## src/rtl/des_round_ctrl.sv

```systemverilog
// Sequences one DES block: load strobe, 16 round enables with key-shift control, final-permutation strobe.
// Latency: 18 cycles from the edge that samples start to dat_valid high; all outputs registered.
// Backpressure: with OUT_HOLD=1 dat_valid and busy hold until out_ready; with OUT_HOLD=0 dat_valid is a 1-cycle pulse.
module des_round_ctrl #(
   parameter bit OUT_HOLD = 1'b1
) (
   input  logic       clk,
   input  logic       rst,
   input  logic       start,
   input  logic       decrypt,
   input  logic       out_ready,
   output logic       busy,
   output logic       load_en,
   output logic       round_en,
   output logic [3:0] round_idx,
   output logic [1:0] shift_amt,
   output logic       shift_right,
   output logic       final_en,
   output logic       dat_valid
);

   typedef enum logic [2:0] {
      S_IDLE,
      S_LOAD,
      S_ROUND,
      S_FINAL,
      S_DONE
   } state_t;

   state_t     state_q;
   state_t     state_d;
   logic [3:0] cnt_q;
   logic [3:0] cnt_d;
   logic       dir_q;
   logic       dir_d;
   logic [1:0] shift_d;

   // State, round counter and latched direction.
   always_ff @(posedge clk) begin
      if (rst) begin
         state_q <= S_IDLE;
         cnt_q   <= 4'd0;
         dir_q   <= 1'b0;
      end else begin
         state_q <= state_d;
         cnt_q   <= cnt_d;
         dir_q   <= dir_d;
      end
   end

   // Next-state logic; start is only looked at in IDLE, so requests while busy are dropped.
   always_comb begin
      state_d = state_q;
      cnt_d   = cnt_q;
      dir_d   = dir_q;
      case (state_q)
         S_IDLE: begin
            if (start) begin
               state_d = S_LOAD;
               dir_d   = decrypt;
               cnt_d   = 4'd0;
            end
         end
         S_LOAD: begin
            state_d = S_ROUND;
            cnt_d   = 4'd0;
         end
         S_ROUND: begin
            if (cnt_q == 4'd15) begin
               state_d = S_FINAL;
               cnt_d   = 4'd0;
            end else begin
               cnt_d = cnt_q + 4'd1;
            end
         end
         S_FINAL: begin
            state_d = S_DONE;
         end
         S_DONE: begin
            if (!OUT_HOLD || out_ready) begin
               state_d = S_IDLE;
            end
         end
         default: begin
            state_d = S_IDLE;
            cnt_d   = 4'd0;
         end
      endcase
   end

   // Key-schedule rotate amount for the round about to run. Decrypt skips the
   // first rotate so the right rotations undo the encrypt schedule in reverse.
   always_comb begin
      shift_d = 2'd2;
      case (cnt_d)
         4'd0:                shift_d = dir_q ? 2'd0 : 2'd1;
         4'd1, 4'd8, 4'd15:   shift_d = 2'd1;
         default:             shift_d = 2'd2;
      endcase
   end

   // Outputs registered from the next state so they line up with the state they describe.
   always_ff @(posedge clk) begin
      if (rst) begin
         busy        <= 1'b0;
         load_en     <= 1'b0;
         round_en    <= 1'b0;
         round_idx   <= 4'd0;
         shift_amt   <= 2'd0;
         shift_right <= 1'b0;
         final_en    <= 1'b0;
         dat_valid   <= 1'b0;
      end else begin
         busy        <= (state_d != S_IDLE);
         load_en     <= (state_d == S_LOAD);
         round_en    <= (state_d == S_ROUND);
         round_idx   <= (state_d == S_ROUND) ? cnt_d : 4'd0;
         shift_amt   <= (state_d == S_ROUND) ? shift_d : 2'd0;
         shift_right <= (state_d == S_ROUND) && dir_q;
         final_en    <= (state_d == S_FINAL);
         dat_valid   <= (state_d == S_DONE);
      end
   end

endmodule
```

## config.mk

```make
export PLATFORM = sky130hd
export DESIGN_NAME = des_round_ctrl
export DESIGN_NICKNAME = d
export VERILOG_FILES = /design/src/rtl/des_round_ctrl.sv
export SDC_FILE = /design/constraint.sdc
export NUM_CORES = 1
export LEC_CHECK = 0
export CORE_MARGIN = 4
export CORE_UTILIZATION = 51
export CTS_CLUSTER_DIAMETER = 50
export DETAILED_ROUTE_END_ITERATION = 8
export PLACE_DENSITY = 0.8
export SYNTH_ARGS = -nofsm -noshare
export SYNTH_HDL_FRONTEND = slang
export SYNTH_SLANG_ARGS = --single-unit
```

## constraint.sdc

```tcl
create_clock -name clk -period 4.63 [get_ports clk]
set_input_delay 1.1575 -clock clk [delete_from_list [all_inputs] [get_ports clk]]
set_output_delay 1.1575 -clock clk [all_outputs]
set_load 0.01 [all_outputs]
```

# Yosys cells after proc, flatten, opt, wreduce, memory -nomap -nowiden
# Cells that the tools add are included.
# totals
regBits	20
inputBits	5
output_inout_bits	12
wordCells	42
# classes
add_sub_neg	1
eq_ne	12
mux	9
bitwise	1
reduce_logical	8
# op_table
cell	count
one-hot mux 3 bit (5 select lines)	1
== test 3 x 2 -> 1 bit (second input constant)	4
== test 4 bit (second input constant)	3
one-hot mux 4 bit (3 select lines)	1
2-to-1 mux 3 bit	3
2-to-1 mux 4 bit	2
== test 3 x 1 -> 1 bit (second input constant)	2
== test 3 bit (second input constant)	2
adder 4 x 1 -> 4 bit (second input constant)	1
== test 4 x 1 -> 1 bit (second input constant)	1
zero test 4 bit	1
one-hot mux 2 bit (2 select lines)	1
OR reduction 2 bit	2
zero test 3 bit	1
nonzero test 3 bit	1
OR reduction 3 bit	1
AND reduction 2 bit	1
logical AND 1 bit	1
2-to-1 mux 1 bit	1
inverter 1 bit	1

# Depth between registers and ports, before layout
# Gate-level depths: netlist (run 1).
# depth
ltp_word	6
ltp_mapped	7
mapped_depth_nobuf	7

# Least setup slack after synthesis (run 1)
# OpenSTA, ideal clock, no wires.
# synth_path
path_type	input to register
from	in start
to	reg shift_amt[1]
t_arrival_ns	2.092
slack_ns	2.414
stages	5
path_cell_list	nor2b_2 > o21a_1 > mux2_4 > nor4_1 > nor3_1
# synth_via
elab_chain_len	5
elab_cells_between_ends	13
cone_classes	4 x eq/ne; 5 x mux; 1 x bitwise; 3 x reduce/logical
# synth_lines
element	line_no	rtl
start: declaration	9	input logic start,
2-to-1 mux 4 bit / 2-to-1 mux 3 bit (equally long branches)	58	if (start) begin
one-hot mux 4 bit (3 select lines) / one-hot mux 3 bit (5 select lines) (equally long branches)	56	case (state_q)
== test 4 x 1 -> 1 bit (tied with other cells)	95	case (cnt_d)
OR reduction 3 bit / inverter 1 bit (equally long branches)	n/a	
one-hot mux 2 bit (2 select lines) / OR reduction 2 bit (equally long branches)	n/a	
end signal: assignment	118	shift_amt <= (state_d == S_ROUND) ? shift_d : 2'd0;
end: declaration	16	output logic [1:0] shift_amt,
# Several ways; a longest one is shown, not always the timed one.
# A chain may end at the register's enable or synchronous reset.

# Worst setup path after layout (run 1)
# Same ends and word-level chain as after synthesis.

==> run summary, run 1 <==
YOSYS
---------------------------------------------------------------------------------
Share of synthesized area occupied by flip-flops and latches                0.492
Synthesized net count                                                          91
Syn avg cell area                                                      9.58 sq um
Cells after Synth                                                              85
Netlist Area Pre-Place                                                  815 sq um
Netlist cell types                                                             36
Count of yosys warnings during synthesis                                        0
Post-synth top area share                                                   0.492
Library cell occupying the most area in the post-synthesis netlist   sky130_fd_sc_hd__dfxtp_1
Flip-flop and latch count after synthesis                                      20
Top post-synthesis cells by area                                     sky130_fd_sc_hd__dfxtp_1 (49%), sky130_fd_sc_hd__nor2_1 (6.0%), sky130_fd_sc_hd__mux2i_1 (3.7%)

MIN PATH
---------------------------------------------------------------------------------
Startpoint of the lowest-slack hold path                             dir_q$_SDFFE_PP0P_
Number of stages on the worst hold path                                         1
Endpoint of the worst hold-timing path                               shift_right$_SDFF_PP0_
Min-Delay Path Class                                                 flop to flop

FINISH
---------------------------------------------------------------------------------
Commonest cells after routing, fill and taps aside                   sky130_fd_sc_hd__dfxtp_1 (20), sky130_fd_sc_hd__clkdlybuf4s50_1 (16), sky130_fd_sc_hd__nor2_1 (13)
Antenna Diode Count                                                             0
Post-layout instance area                                              1030 sq um
Combined area of the multi-input logic cells                            383 sq um
Most common cell after layout, fill and taps aside                   sky130_fd_sc_hd__dfxtp_1
Combined flip-flop and latch cell area                                  400 sq um
Fraction of final layout cells sized beyond drive strength 1                0.118
Synthesis-to-finish area growth                                             26.1%
Number of inserted filler cells in the final layout                           126
Final net count                                                               109

SETUP PATH
---------------------------------------------------------------------------------
Buffers plus inverters on the worst setup path                                  1
Element type at the critical path end                                        flop
Crit path DAT                                                             2700 ps
Peak per-stage delay on the critical path                                  410 ps
Sequence of cells on the critical path                               clkdlybuf4s50_1, nor2b_2, o21a_1, mux2_4, nor4_1, nor3_1
Worst Path Max Fanout                                                           7
Capture instance of the worst register-to-register path              shift_amt[0]$_SDFF_PP0_
Worst setup path class                                               primary input to flop
Critical R2R Launch                                                  cnt_q[0]$_SDFF_PP0_
Req. time, crit path                                                      4820 ps
Reg-to-reg slack, setup                                                   2890 ps
Launch point of the worst path                                              start
Number of cells on the worst reg-to-reg path                                    6
Gate family responsible for the most delay along the worst path      simple AND/OR/NAND/NOR gates
Kind of launch point of the worst setup path                         primary input
Critical Path Slowest Stage Cell                                     sky130_fd_sc_hd__clkdlybuf4s50_1

GLOBAL ROUTE
---------------------------------------------------------------------------------
Largest net degree at the start of global routing                              13
Initial antenna violation count                                                 0
Total gr overflow                                                               0
Global router's overall resource usage                                      0.176
Number of global-route vias before repair                                     634
Global-route wire length before repair                               2750 microns

CLOCKING
---------------------------------------------------------------------------------
Hold buffer count at CTS                                                        0
Number of instances resized during post-cts repair                              0
CTS HTree Levels                                                                1
Max Root-Sink Buffers                                                           2
TritonCTS clock tree                                                        built
Clk_lat worst skew                                                         300 ps
Number of buffers created by CTS                                                3
Worst-path clk slew                                                        110 ps
Clock sinks                                                                    20
Clock tree root buffer cell                                          sky130_fd_sc_hd__clkbuf_4
Post-CTS setup-driven buffer insertion count                                    0

TIMING
---------------------------------------------------------------------------------
Fmax achieved                                                             398 MHz
Hold violation count in the final report                                        0
Count of endpoints failing setup in the final report                            0
Final worst-path cycle share                                                0.542
Time the final worst path needs with I/O delays and setup                 2510 ps
Worst slew margin relative to its limit                                     0.703
Sum of negative setup slack                                                  0 ps
Worst clock skew on the final layout                                      3.04 ps
RSZ-0062 raised after global routing                                        false
Worst Tran Pin Value                                                       445 ps
Total count of max-transition violations in the final report                    0

FLOORPLAN
---------------------------------------------------------------------------------
I/O pin cnt                                                                    17
Die Wd                                                               48.0 microns
CORE AREA                                                              1510 sq um
Overall die height                                                   48.0 microns
Initial Util                                                                0.541
Full die area                                                          2300 sq um
Site row count                                                                 14

ROUTE
---------------------------------------------------------------------------------
Remaining antenna violation count                                               0
Total iterations of the first detailed-routing run                              4
DRT Wirelength                                                       1660 microns
Average wire per cell in the routed design                           14.1 microns
Number of DRC violations after detailed-routing iteration 0                    29
Vias/cell                                                                    5.71
Vias after detailed routing                                                   674
Residual DRC                                                                    0

PWR
---------------------------------------------------------------------------------
Cell Pwr Density                                                      354 nW/um^2
Peak supply drop                                                           225 uV
Leakage component of the power                                           0.407 nW

STATUS
---------------------------------------------------------------------------------
Run status                                                              completed

PLACED DESIGN
---------------------------------------------------------------------------------
Port Buffers                                                                   16
RD Place Congestion                                                         0.916
Post-DP HPWL                                                         1170 microns
Cell area reported after detailed placement                             975 sq um

RUN
---------------------------------------------------------------------------------
Number of max-cap violations                                                    0

## routing by layer
| metal | vias up | global-route usage | wire length, microns |
|---|---|---|---|
| li1 | 335 | - | - |
| met1 | 304 | 0.206 | 717 |
| met2 | 28 | 0.296 | 802 |
| met3 | 7 | 0.0489 | 109 |
| met4 | 0 | 0.0806 | 34 |
| met5 | - | 0 | 0 |
## layout make-up
type / count / area share
Sequential cell: 20 / 0.390
Multi-Input combinational cell: 59 / 0.373
Timing Repair Buffer: 16 / 0.156
Clock inverter: 1 / 0.0292
Clock buffer: 3 / 0.0219
Tap cell: 16 / 0.0195
Inverter: 3 / 0.0110
## worst reg2reg max path, stage by stage, from the launching register on
cell,delay (ps)
sky130_fd_sc_hd__dfxtp_1,350
sky130_fd_sc_hd__ha_1,240
sky130_fd_sc_hd__and3_1,210
sky130_fd_sc_hd__o21ai_1,170
sky130_fd_sc_hd__nand2_1,180
sky130_fd_sc_hd__or3_1,410
sky130_fd_sc_hd__o22ai_1,120
## flip-flops by register name, indices dropped and copies added (netlist names)
signal / count
state_q: 3
cnt_q: 4
dat_valid: 1
final_en: 1
load_en: 1
shift_amt: 2
shift_right: 1
round_idx: 4
dir_q: 1
round_en: 1
busy: 1
## where the power goes
group / internal (mW) / leakage, nW / switching [mW]
logic: 0.0217 / 0.216 / 0.0182
clock network: 0.0875 / 0.0279 / 0.0522
registers: 0.178 / 0.162 / 0.00560
total: 0.288 / 0.407 / 0.0760
## stage by stage
step / std cells / hold slack (ps) / util / total power [mW] / setup slack, ps
after floorplan: 85 / 467 / - / 0.213 / 2410
after global placement: 114 / 512 / 0.647 / 0.226 / 1890
after detailed placement: 114 / 509 / 0.647 / 0.227 / 1830
after CTS: 118 / 519 / 0.682 / 0.365 / 2120
after global routing: 118 / 532 / 0.682 / 0.380 / 2010
final: 118 / 520 / 0.682 / 0.364 / 2120
## cells in the mapped netlist (all sizes together)
library cell,count
and3b,1
and2b,1
o31a,1
nand3b,2
buf,2
nor3b,1
o21a,2
o2111ai,1
o211a,1
o21ai,2
nor2,13
a31o,1
dfxtp,20
or2,1
nor2b,2
mux2,1
nand3,3
or2b,1
or3,1
a21oi,4
and3,3
nand2b,3
nor4,2
or4,1
a21boi,1
inv,3
o22ai,2
clkbuf,1
nor3,1
nand2,3
mux2i,3
ha,1
## worst max-delay path by stage
stage / end / slack, ps / depth (start not counted)
global placement: shift_amt[0]$_SDFF_PP0_ / 1890 / 6
global route: shift_amt[0]$_SDFF_PP0_ / 2010 / 5
detailed placement: shift_amt[1]$_SDFF_PP0_ / 1830 / 6
CTS: shift_amt[1]$_SDFF_PP0_ / 2120 / 6
finish: shift_amt[1]$_SDFF_PP0_ / 2120 / 6
floorplan: shift_amt[1]$_SDFF_PP0_ / 2410 / 5
## cells by family (layout without fill, tap and decap cells)
group	count (synthesis)	count (layout)	share of synthesized area
compound gates	15	15	0.124
fa+ha+maj	1	1	0.0154
buf+inv	6	23	0.0384
flops	20	20	0.492
mux	4	4	0.0553
simple gates	39	39	0.275
Note: power is estimated with default switching activity, not from simulation.
==> run 2: changes to the inputs <==
CORE_UTILIZATION = 48   (was 51)
PLACE_DENSITY = 0.76   (was 0.8)
clock period = 2.65 ns   (was 4.63 ns; I/O delays follow)
==> run 2 against run 1 <==
  * Worst hold slack better by 9.9 ps
  * Global-route usage down 3.7 points
  * Critical path depth is the same
  * Flip-flop and latch count unchanged
  * First-iteration DRC count decreased by 52%
  * Clock skew hardly changed
  * Register-to-register slack worse by 2000 ps
  * Non-clock buffer count grew 1
  * Combinational power grew 76%
  * Largest cell class unchanged
  * Largest power group unchanged
  * Highest routed layer unchanged
==> run summary, run 2 (synthesis gave the netlist of run 1 again) <==
ROUTE
------------------------------------------------------------------------------
Average wire per cell in the routed design                        12.7 microns
Vias after detailed routing                                                651
Residual DRC                                                                 0
Number of DRC violations after detailed-routing iteration 0                 14
DRT Wirelength                                                    1520 microns
Total iterations of the first detailed-routing run                           4
Vias/cell                                                                 5.47
Remaining antenna violation count                                            0

TIMING
------------------------------------------------------------------------------
Hold violation count in the final report                                     0
Fmax achieved                                                          508 MHz
Worst slew margin relative to its limit                                  0.722
Worst clock skew on the final layout                                   3.09 ps
Worst Tran Pin Value                                                    417 ps
RSZ-0062 raised after global routing                                     false
Final worst-path cycle share                                             0.742
Sum of negative setup slack                                               0 ps
Count of endpoints failing setup in the final report                         0
Total count of max-transition violations in the final report                 0
Time the final worst path needs with I/O delays and setup              1970 ps

FLOORPLAN
------------------------------------------------------------------------------
Site row count                                                              14
I/O pin cnt                                                                 17
Full die area                                                       2420 sq um
Die Wd                                                            49.2 microns
Overall die height                                                49.2 microns
Initial Util                                                             0.522
CORE AREA                                                           1560 sq um

CLOCKING
------------------------------------------------------------------------------
Hold buffer count at CTS                                                     0
Clock sinks                                                                 20
Number of buffers created by CTS                                             3
Number of instances resized during post-cts repair                           0
CTS HTree Levels                                                             1
Clk_lat worst skew                                                      300 ps
Clock tree root buffer cell                                       sky130_fd_sc_hd__clkbuf_4
Max Root-Sink Buffers                                                        2
TritonCTS clock tree                                                     built
Post-CTS setup-driven buffer insertion count                                 0
Worst-path clk slew                                                     110 ps

PWR
------------------------------------------------------------------------------
Cell Pwr Density                                                   615 nW/um^2
Leakage component of the power                                        0.411 nW
Peak supply drop                                                        314 uV

SETUP PATH
------------------------------------------------------------------------------
Capture instance of the worst register-to-register path           shift_amt[0]$_SDFF_PP0_
Crit path DAT                                                          2200 ps
Critical Path Slowest Stage Cell                                  sky130_fd_sc_hd__clkdlybuf4s50_1
Critical R2R Launch                                               cnt_q[0]$_SDFF_PP0_
Sequence of cells on the critical path                            clkdlybuf4s50_1, nor2b_2, o22ai_1, a21oi_1, o2111ai_1, o22ai_1
Gate family responsible for the most delay along the worst path   compound AO/OA/AOI/OAI gates
Most Frequent Cell on Critical Path                               sky130_fd_sc_hd__o22ai_1
Worst setup path class                                            primary input to flop
Req. time, crit path                                                   2880 ps
Buffers plus inverters on the worst setup path                               1
Element type at the critical path end                                     flop
Reg-to-reg slack, setup                                                 880 ps
Number of cells on the worst reg-to-reg path                                 6
Kind of launch point of the worst setup path                      primary input
Worst Path Max Fanout                                                        6
Peak per-stage delay on the critical path                               470 ps

MIN PATH
------------------------------------------------------------------------------
Min-Delay Path Class                                              flop to flop
Number of stages on the worst hold path                                      1
Startpoint of the lowest-slack hold path                          dir_q$_SDFFE_PP0P_
Endpoint of the worst hold-timing path                            shift_right$_SDFF_PP0_

FINISH
------------------------------------------------------------------------------
Fraction of final layout cells sized beyond drive strength 1             0.126
Synthesis-to-finish area growth                                          27.0%
Post-layout instance count excluding filler cells                          119
Commonest cells after routing, fill and taps aside                sky130_fd_sc_hd__dfxtp_1 (20), sky130_fd_sc_hd__clkdlybuf4s50_1 (16), sky130_fd_sc_hd__nor2_1 (13)
Post-layout instance area                                           1030 sq um
Largest regs                                                      cnt_q x4, round_idx x4, state_q x3
Antenna Diode Count                                                          0
Final net count                                                            110
Most common cell after layout, fill and taps aside                sky130_fd_sc_hd__dfxtp_1

GLOBAL ROUTE
------------------------------------------------------------------------------
Number of global-route vias before repair                                  598
Initial antenna violation count                                              0
Total gr overflow                                                            0
Global-route wire length before repair                            2590 microns
Global router's overall resource usage                                   0.140
Largest net degree at the start of global routing                           13

RUN
------------------------------------------------------------------------------
Number of max-cap violations                                                 0

STATUS
------------------------------------------------------------------------------
Run status                                                           completed

PLACED DESIGN
------------------------------------------------------------------------------
Number of placed cells counting well taps                                  115
Post-DP HPWL                                                      1170 microns
RD Place Congestion                                                      0.850
Cell area reported after detailed placement                          982 sq um
Port Buffers                                                                16

[run 2: changes by cell type in the layout (fill, tap and decap cells not counted)]
cell,change
sky130_fd_sc_hd__buf_4,+1
[run 2: worst max path at each step]
stage           from                       to  slack [ps]  cells past startpoint
3_3_place_gp   start  shift_amt[1]$_SDFF_PP0_         410                      6
5_1_grt        start  shift_amt[0]$_SDFF_PP0_         630                      6
6_report       start  shift_amt[0]$_SDFF_PP0_         680                      6
4_1_cts        start  shift_amt[0]$_SDFF_PP0_         700                      6
2_1_floorplan  start  shift_amt[1]$_SDFF_PP0_         930                      5
3_5_place_dp   start  shift_amt[0]$_SDFF_PP0_         380                      6
[run 2: per-stage QoR]
| step | setup slack (ps) | hold WS [ps] | power, mW | util |
|---|---|---|---|---|
| 3_3_place_gp | 414 | 506 | 0.396 | 0.630 |
| 4_1_cts | 699 | 527 | 0.644 | 0.664 |
| 6_report | 683 | 530 | 0.637 | 0.664 |
| 5_1_grt | 627 | 535 | 0.666 | 0.664 |
| 2_1_floorplan | 929 | 467 | 0.372 | - |
| 3_5_place_dp | 379 | 516 | 0.398 | 0.630 |
[run 2: final cells by class]
cell class	instances	area, sq um
Clock buffer	3	22.5
Sequential cell	20	400
Tap cell	16	20.0
Inverter	3	11.3
Multi-Input combinational cell	59	383
Clock inverter	1	30.0
Timing Repair Buffer	17	168
Fill cell	110	524
[run 2: worst register-to-register path, cell delays in order (launching register included)]
cell,delay (ps)
sky130_fd_sc_hd__dfxtp_1,350
sky130_fd_sc_hd__ha_1,240
sky130_fd_sc_hd__and3_1,210
sky130_fd_sc_hd__o21ai_1,160
sky130_fd_sc_hd__nand2_1,180
sky130_fd_sc_hd__or3_1,410
sky130_fd_sc_hd__o22ai_1,150
[run 2: power breakdown]
group | internal, mW | switching [mW]
registers | 0.312 | 0.00933
clock network | 0.153 | 0.0923
logic | 0.0389 | 0.0316
total | 0.503 | 0.133
[run 2: per-layer routing]
metal  GRT usage  share of wire
met5           0              0
met3      0.0581          0.039
met1       0.159           0.46
met2       0.221           0.49
met4      0.0711          0.015
==> run 3: changes to the inputs <==
clock period = 1.9 ns   (was 2.65 ns; I/O delays follow)
==> run 3 against run 2 <==
  * Clock power hardly changed
  * Cell count grew 4.2%
  * Largest power group unchanged
  * Largest cell class unchanged
  * Register-to-register slack got worse by 700 ps
  * Non-clock buffer count increased by 5
  * Total power grew 25%
  * Critical path depth did not move
  * Critical endpoint unchanged
  * Critical path type unchanged
==> run summary, run 3 (synthesis gave the netlist of run 1 again) <==
STATUS
---------------------------------------------------------------------------
Run status                                                        completed

CLOCKING
---------------------------------------------------------------------------
Post-CTS setup-driven buffer insertion count                              0
Number of instances resized during post-cts repair                        0
Worst-path clk slew                                                  110 ps
Max Root-Sink Buffers                                                     2
CTS HTree Levels                                                          1
Clock sinks                                                              20
TritonCTS clock tree                                                  built
Clock tree root buffer cell                                    sky130_fd_sc_hd__clkbuf_4
Number of buffers created by CTS                                          3
Hold buffer count at CTS                                                  0
Clk_lat worst skew                                                   300 ps

ROUTE
---------------------------------------------------------------------------
Remaining antenna violation count                                         0
DRT Wirelength                                                 1700 microns
Vias/cell                                                              5.55
Residual DRC                                                              0
Number of DRC violations after detailed-routing iteration 0              18
Average wire per cell in the routed design                     13.7 microns
Total iterations of the first detailed-routing run                        4
Vias after detailed routing                                             688

TIMING
---------------------------------------------------------------------------
Final worst-path cycle share                                          0.946
Count of endpoints failing setup in the final report                      0
Worst Slack Setup Final                                              102 ps
RSZ-0062 raised after global routing                                  false
Fmax achieved                                                       556 MHz
Worst slew margin relative to its limit                               0.700
Total count of max-transition violations in the final report              0
Time the final worst path needs with I/O delays and setup           1800 ps
Worst clock skew on the final layout                                6.81 ps
Hold violation count in the final report                                  0
Worst Tran Pin Value                                                 451 ps

GLOBAL ROUTE
---------------------------------------------------------------------------
Initial antenna violation count                                           0
Global-route wire length before repair                         2900 microns
Total gr overflow                                                         0
Largest net degree at the start of global routing                        12
Number of global-route vias before repair                               656
Global router's overall resource usage                                0.160

SETUP PATH
---------------------------------------------------------------------------
Number of cells on the worst reg-to-reg path                              6
Element type at the critical path end                                  flop
Critical R2R Launch                                            cnt_q[0]$_SDFF_PP0_
Kind of launch point of the worst setup path                   primary input
Capture instance of the worst register-to-register path        shift_amt[0]$_SDFF_PP0_
Crit path DAT                                                       2030 ps
Worst setup path class                                         primary input to flop
Reg-to-reg slack, setup                                              180 ps
Worst Path Max Fanout                                                     6
Req. time, crit path                                                2130 ps

FINISH
---------------------------------------------------------------------------
Post-layout instance count excluding filler cells                       124
Number of inserted filler cells in the final layout                     130
Commonest cells after routing, fill and taps aside             sky130_fd_sc_hd__dfxtp_1 (20), sky130_fd_sc_hd__clkdlybuf4s50_1 (16), sky130_fd_sc_hd__nor2_1 (13)
Combined flip-flop and latch cell area                            400 sq um
Synthesis-to-finish area growth                                       29.6%
Combined area of the multi-input logic cells                      383 sq um
Antenna Diode Count                                                       0
Most common cell after layout, fill and taps aside             sky130_fd_sc_hd__dfxtp_1
Largest regs                                                   cnt_q x4, round_idx x4, state_q x3
Fraction of final layout cells sized beyond drive strength 1          0.167
Final net count                                                         115

PWR
---------------------------------------------------------------------------
Sequential share of power                                             0.562
Switching power total                                              0.188 mW
Leakage component of the power                                     0.425 nW
Internal power contribution                                        0.608 mW
Fraction of power consumed by the clock network                       0.309
Tot Pwr                                                            0.796 mW
Share of power burned in combinational logic                          0.129
Peak supply drop                                                     469 uV
Cell Pwr Density                                                754 nW/um^2
Switching part of the total power                                     0.236

MIN PATH
---------------------------------------------------------------------------
Startpoint of the lowest-slack hold path                       dir_q$_SDFFE_PP0P_
Number of stages on the worst hold path                                   1
Min-Delay Path Class                                           flop to flop
Endpoint of the worst hold-timing path                         shift_right$_SDFF_PP0_

PLACED DESIGN
---------------------------------------------------------------------------
Number of placed cells counting well taps                               120
RD Place Congestion                                                   0.829
Placement Setup Slack                                               -187 ps
Port Buffers                                                             16
Post-DP HPWL                                                   1260 microns

FLOORPLAN
---------------------------------------------------------------------------
Site row count                                                           14
Initial Util                                                          0.522
Die Wd                                                         49.2 microns
I/O pin cnt                                                              17
Full die area                                                    2420 sq um
Overall die height                                             49.2 microns
CORE AREA                                                        1560 sq um

RUN
---------------------------------------------------------------------------
Number of max-cap violations                                              0

[run 3: cell types whose count changed in the layout (fill, tap and decap cells not counted), sizes merged]
cell	change
buf	+5
clkbuf	+1
bufinv	-1
[run 3: per-stage QoR]
step | cell area, sq um | TNS (ps) | hold slack [ps] | util
6_report | 1060 | 0 | 535 | 0.677
5_1_grt | 1060 | 0 | 555 | 0.677
4_1_cts | 1060 | 0 | 533 | 0.677
3_5_place_dp | 1020 | -506 | 509 | 0.654
3_3_place_gp | 1020 | -435 | 512 | 0.654
2_1_floorplan | 815 | 0 | 467 | -
[run 3: how the worst max path moves through the flow]
| stage | startpoint | endpoint | slack, ps |
|---|---|---|---|
| floorplan | state_q[0]$_SDFF_PP0_ | shift_amt[1]$_SDFF_PP0_ | 360 |
| CTS | start | shift_amt[0]$_SDFF_PP0_ | 120 |
| global route | cnt_q[0]$_SDFF_PP0_ | shift_amt[0]$_SDFF_PP0_ | 4 |
| detailed placement | start | shift_amt[1]$_SDFF_PP0_ | -190 |
| finish | start | shift_amt[0]$_SDFF_PP0_ | 100 |
| global placement | start | shift_amt[0]$_SDFF_PP0_ | -180 |
[run 3: area by class of cell]
cell class	instances	area share
Clock buffer	4	0.0344
Inverter	3	0.0107
Multi-Input combinational cell	59	0.363
Sequential cell	20	0.379
Tap cell	16	0.0190
Timing Repair Buffer	22	0.194
[run 3: routing by layer]
metal | global-route usage | up-vias | routed length, microns
met4 | 0.142 | 0 | 84
met2 | 0.246 | 22 | 781
met5 | 0 | - | 0
met1 | 0.187 | 313 | 757
met3 | 0.0306 | 9 | 76
li1 | - | 344 | -
[run 3: power by group through the flow]
stage / sequential [mW] / combinational [mW] / clock (mW)
2_1_floorplan: 0.456 / 0.0626 / 0
3_3_place_gp: 0.457 / 0.0984 / 0
3_5_place_dp: 0.457 / 0.101 / 0
4_1_cts: 0.447 / 0.102 / 0.254
5_1_grt: 0.450 / 0.112 / 0.278
6_report: 0.447 / 0.103 / 0.246
[run 3: worst max-delay path: stages]
cell and delay, ps:
sky130_fd_sc_hd__clkdlybuf4s50_1 460, sky130_fd_sc_hd__nor2b_2 190, sky130_fd_sc_hd__o22ai_1 120, sky130_fd_sc_hd__a21oi_1 400, sky130_fd_sc_hd__o2111ai_1 190, sky130_fd_sc_hd__o22ai_1 180
